`config.mk`:
```
export PLATFORM = sky130hd
export DESIGN_NAME = aes_round_ctrl
export DESIGN_NICKNAME = d
export VERILOG_FILES = /design/src/rtl/aes_pkg.sv /design/src/rtl/aes_round_ctrl.sv
export SDC_FILE = /design/constraint.sdc
export NUM_CORES = 1
export LEC_CHECK = 0
export CORE_MARGIN = 4
export CORE_UTILIZATION = 44
export DETAILED_ROUTE_END_ITERATION = 12
export PLACE_DENSITY = 0.73
export SYNTH_ARGS = -nofsm -noshare
export SYNTH_HDL_FRONTEND = slang
export SYNTH_SLANG_ARGS = --single-unit
```
`constraint.sdc`:
```
create_clock -name clk -period 1.3 [get_ports clk]
set_clock_uncertainty 0.05 [all_clocks]
set_input_delay 0.13 -clock clk [delete_from_list [all_inputs] [get_ports clk]]
set_output_delay 0.13 -clock clk [all_outputs]
set_load 0.02 [all_outputs]
```
`src/rtl/aes_pkg.sv`:
```
// Shared definitions for the iterative AES cipher: key-size encodings,
// round-count lookup and the round controller's FSM state encoding.
package aes_pkg;

  localparam logic [1:0] KL_128 = 2'b00;
  localparam logic [1:0] KL_192 = 2'b01;
  localparam logic [1:0] KL_256 = 2'b10;
  localparam logic [1:0] KL_BAD = 2'b11;

  typedef enum logic [2:0] {
    ST_IDLE  = 3'd0,
    ST_INIT  = 3'd1,
    ST_ROUND = 3'd2,
    ST_FINAL = 3'd3,
    ST_HOLD  = 3'd4
  } ctrl_state_t;

  // Number of full rounds Nr for a key size; the illegal code maps to 10
  // but is never latched because the controller rejects it.
  function automatic logic [3:0] nr_of(input logic [1:0] key_len);
    case (key_len)
      KL_192:  nr_of = 4'd12;
      KL_256:  nr_of = 4'd14;
      default: nr_of = 4'd10;
    endcase
  endfunction

endpackage

```
`src/rtl/aes_round_ctrl.sv`:
```
// Round sequencer for the iterative AES datapath: one block per start,
// drives round-key index, mux selects and state-register enable.
module aes_round_ctrl
  import aes_pkg::*;
#(
  parameter int RW  = 4,
  parameter int KLW = 2
) (
  input  logic          clk,
  input  logic          rst,
  input  logic          start,
  input  logic [KLW-1:0] key_len,
  output logic          in_ready,
  output logic [RW-1:0] rk_idx,
  output logic          sel_init,
  output logic          sel_final,
  output logic          sel_bypass,
  output logic          state_we,
  output logic          out_valid,
  input  logic          out_ready,
  output logic          err
);

  ctrl_state_t   state;
  logic [RW-1:0] nr_q;
  logic [RW-1:0] last_round;

  assign last_round = nr_q - RW'(1);

  // Every output is a register updated together with the state, so no
  // input reaches an output combinationally.
  always_ff @(posedge clk) begin
    if (rst) begin
      state      <= ST_IDLE;
      nr_q       <= RW'(10);
      rk_idx     <= '0;
      in_ready   <= 1'b1;
      sel_init   <= 1'b0;
      sel_final  <= 1'b0;
      sel_bypass <= 1'b0;
      state_we   <= 1'b0;
      out_valid  <= 1'b0;
      err        <= 1'b0;
    end else begin
      err <= 1'b0;
      case (state)
        ST_IDLE: begin
          if (start) begin
            if (key_len == KLW'(KL_BAD)) begin
              err <= 1'b1;
            end else begin
              nr_q       <= RW'(nr_of(key_len));
              state      <= ST_INIT;
              in_ready   <= 1'b0;
              rk_idx     <= '0;
              sel_init   <= 1'b1;
              sel_bypass <= 1'b1;
              state_we   <= 1'b1;
            end
          end
        end
        ST_INIT: begin
          state      <= ST_ROUND;
          rk_idx     <= RW'(1);
          sel_init   <= 1'b0;
          sel_bypass <= 1'b0;
        end
        ST_ROUND: begin
          rk_idx <= rk_idx + RW'(1);
          if (rk_idx == last_round) begin
            state     <= ST_FINAL;
            sel_final <= 1'b1;
          end
        end
        ST_FINAL: begin
          state     <= ST_HOLD;
          sel_final <= 1'b0;
          state_we  <= 1'b0;
          out_valid <= 1'b1;
        end
        ST_HOLD: begin
          // start is ignored here even on the release cycle; in_ready only
          // rises once IDLE is reached.
          if (out_ready) begin
            state     <= ST_IDLE;
            out_valid <= 1'b0;
            in_ready  <= 1'b1;
            rk_idx    <= '0;
          end
        end
        default: begin
          state      <= ST_IDLE;
          rk_idx     <= '0;
          in_ready   <= 1'b1;
          sel_init   <= 1'b0;
          sel_final  <= 1'b0;
          sel_bypass <= 1'b0;
          state_we   <= 1'b0;
          out_valid  <= 1'b0;
        end
      endcase
    end
  end

endmodule
```
==> flow_metrics.py, run 1 <==
metrics = {
    "synthesis": {
        "yosys_warnings": 0,
        "synth_top_cell_area_share_pct": 37.3,
        "async_reset_ff_share_pct": 0,
        "netlist_instances": 93,
        "yosys.area.top_type": "dfxtp_1",
        "synth_flop_cell": "dfxtp_1",
        "synth.net_count": 103,
        "ys_ff_latch": 15,
        "ys_top_cells_by_area": "dfxtp_1 (37%), ha_1 (6.2%), a21oi_1 (5.6%), nor2_1 (5.1%), xor2_1 (3.3%)",
        "syn_area_per_cell_sq_um": 8.66,
        "ys_seq_area_share_pct": 37.3,
        "synth_edf_count": 0,
        "synth_area_sq_um": 806,
        "synthDistinctLibCells": 36,
    },
    "run_status": {
        "violations": "setup timing",
        "status": "finished with violations",
    },
    "sta": {
        "fin_setup_tns_ps": -17.6,
        "setup_violations": 2,
        "setup_ws_ps": -10.1,
        "whs_ps": 330,
        "period_needed_ps": 1310,
        "hold_viol": 0,
        "max_slew.worst_pin.slew_ps": 356,
        "rsz0062_at_grt": "true",
        "period_share_pct": 101,
        "slew_headroom_pct": 76.2,
        "clock.fmax_ghz": 0.763,
        "finalMaxSlewViolations": 0,
    },
    "floorplan": {
        "io-pin-count": 17,
        "die_y_um": 50.8,
        "initial_core_util_pct": 46.7,
        "dieWidth_um": 50.8,
        "core-area_sq_um": 1730,
        "rows": 15,
        "dieArea_sq_um": 2580,
    },
    "power_and_ir_drop": {
        "ir_worst_vdd_v": 0.000939,
        "combPwrFrac_pct": 56.5,
        "internal_power_mw": 1.37,
        "power_frac_clock_pct": 12.5,
        "pwr_density_cell_nw_per_um2": 1790,
        "swShare_pct": 39.2,
        "p_seq_share_pct": 31.1,
        "power_switching_mw": 0.882,
        "p_leak_nw": 0.552,
    },
    "setup_path": {
        "crit_chain": "or3b_4 > buf_4 > o21a_1 > nor2_1",
        "required_ps": 1490,
        "crit_slowest_cell": "dfxtp_4",
        "max_stage_delay_ps": 400,
        "path_max_fanout": 6,
        "endpoint_kind": "flop",
        "critPathArrivalTime_ps": 1500,
        "startpoint_type": "flop",
        "critPathKind": "reg2reg",
    },
    "global_route": {
        "grt-ovfl-total": 0,
        "grt_pass1_wl_um": 3560,
        "antenna_found_initial": 0,
        "grt_pass1_vias": 797,
        "grt_use_total_pct": 19.2,
        "grt_max_degree": 10,
    },
    "final_layout": {
        "drive_gt1_share_pct": 36.8,
        "fin_area_sq_um": 1260,
        "area_growth_pct": 56.1,
        "n_fill_cell": 142,
        "mostFrequentLayoutCell": "buf_4",
        "fin_nets": 144,
        "final_cell_mix": "buf_4 (24), dlygate4sd2_1 (12), dfxtp_1 (11)",
        "num_antenna_cells": 0,
    },
    "detailed_routing": {
        "routedWlPerCell_um": 13.9,
        "detail_route.vias_per_cell": 5.24,
        "first_pass_iters": 4,
        "ant_nets": 0,
        "drtIter0Drc": 10,
        "vias": 828,
        "finalWirelength_um": 2190,
        "drc_errors": 0,
    },
    "clock_network": {
        "cts.hold.buffers_added": 0,
        "tritoncts": "done",
        "clkTransAtPathRegs_ps": 100,
        "root_buffer": "clkbuf_4",
        "numCtsBuffers": 3,
        "cts_sinks": 15,
        "clock_latency_ps": 290,
        "h-tree-depth": 1,
        "cts_buffer_depth": 2,
    },
    "placement": {
        "dpl.hpwl_um": 1410,
        "gp_congestion": 0.779,
        "portBuffers": 16,
        "post-place-ws_ps": -448,
        "place_area_sq_um": 1130,
    },
    "hold_path": {
        "min_path_type": "in2reg",
    },
    "run": {
        "maxCapViolations": 0,
    },
}
-- sequential cells by signal, summed over array words and instances, names as in the netlist --
signal / flops
out_valid: 1
nr_q: 2
state_we: 1
sel_bypass: 1
rk_idx: 4
in_ready: 1
sel_final: 1
state: 3
err: 1
-- worst max-delay path, delay by kind of cell, from the launching register on --
family          cells  cell delay, ps
simple gates        2             480
flops               1             400
compound gates      1             180
buf+inv             1             150
-- metal layers --
layer  wire length (um)  vias to the layer above  GRT usage (%)
li1                   -                      406              -
met1                924                      400           22.2
met2               1140                       17           31.5
met3                 72                        5           5.34
met4                 59                        0           10.8
met5                  0                        -              0
-- what timing repair did --
action | CTS | global route
resized for setup | 32 | 7
pin swaps | 12 | 8
setup endpoints to repair | 20 | 10
setup buffers | 2 | 1
-- path summary, 6_finish.rpt --
kind,start,end,slack [ps],cells past startpoint
worst max-delay path,state[1],sel_final,-10,4
worst min-delay path,key_len[1],nr_q[2],330,4
worst max register to register,state[1],sel_final,-10,4
worst min register to register,nr_q[2],nr_q[2],470,2
-- area by class of cell --
cell class	count	area, sq um	share of cell area (%)
multi-input cells	68	534	42.5
repair buffers	41	337	26.8
flip-flops and latches	15	310	24.7
well taps	25	31.3	2.49
clock buffers	4	26.3	2.09
inverters	5	18.8	1.49
-- cells in the mapped netlist, drive strengths merged (2+ instances only) --
master   n
nor4     2
a211oi   2
o32ai    2
a21oi    9
nand2    6
xnor2    2
nand2b   4
buf      3
inv      5
nor2    11
nor3     5
clkbuf   2
xor2     3
ha       4
dfxtp   15
-- per-stage QoR --
step	power (mW)	util, %	instances
after CTS	2.15	70.9	157
after floorplan	1.29	-	93
final	2.25	72.8	158
after global routing	2.40	72.8	158
after detailed placement	1.74	65.4	151
after global placement	1.72	65.4	151
-- power groups by stage --
stage          combinational [mW]  sequential (mW)  clock, mW
2_1_floorplan               0.581            0.712          0
3_3_place_gp                 1.05            0.667          0
3_5_place_dp                 1.07            0.672          0
4_1_cts                      1.18            0.682      0.284
5_1_grt                      1.37            0.713      0.318
6_report                     1.27            0.699      0.281
-- logic make-up after synthesis --
group | Yosys count | synth area share [%]
AND/OR/NAND/NOR | 37 | 24.7
AO/OA/AOI/OAI | 21 | 18.6
flip-flops | 15 | 37.3
buffers and inverters | 10 | 6.52
XOR/XNOR | 5 | 5.44
adder cells (fa/ha/maj) | 4 | 6.21
multiplexers | 1 | 1.24
(Power assumes the default switching activity.)
==> inputs of run 2 (changes only) <==
Settings changed: GPL_ROUTABILITY_DRIVEN from default to 0.
==> results of run 2 <==
The final DEF is identical to that of run 1; final timing and power are the same.
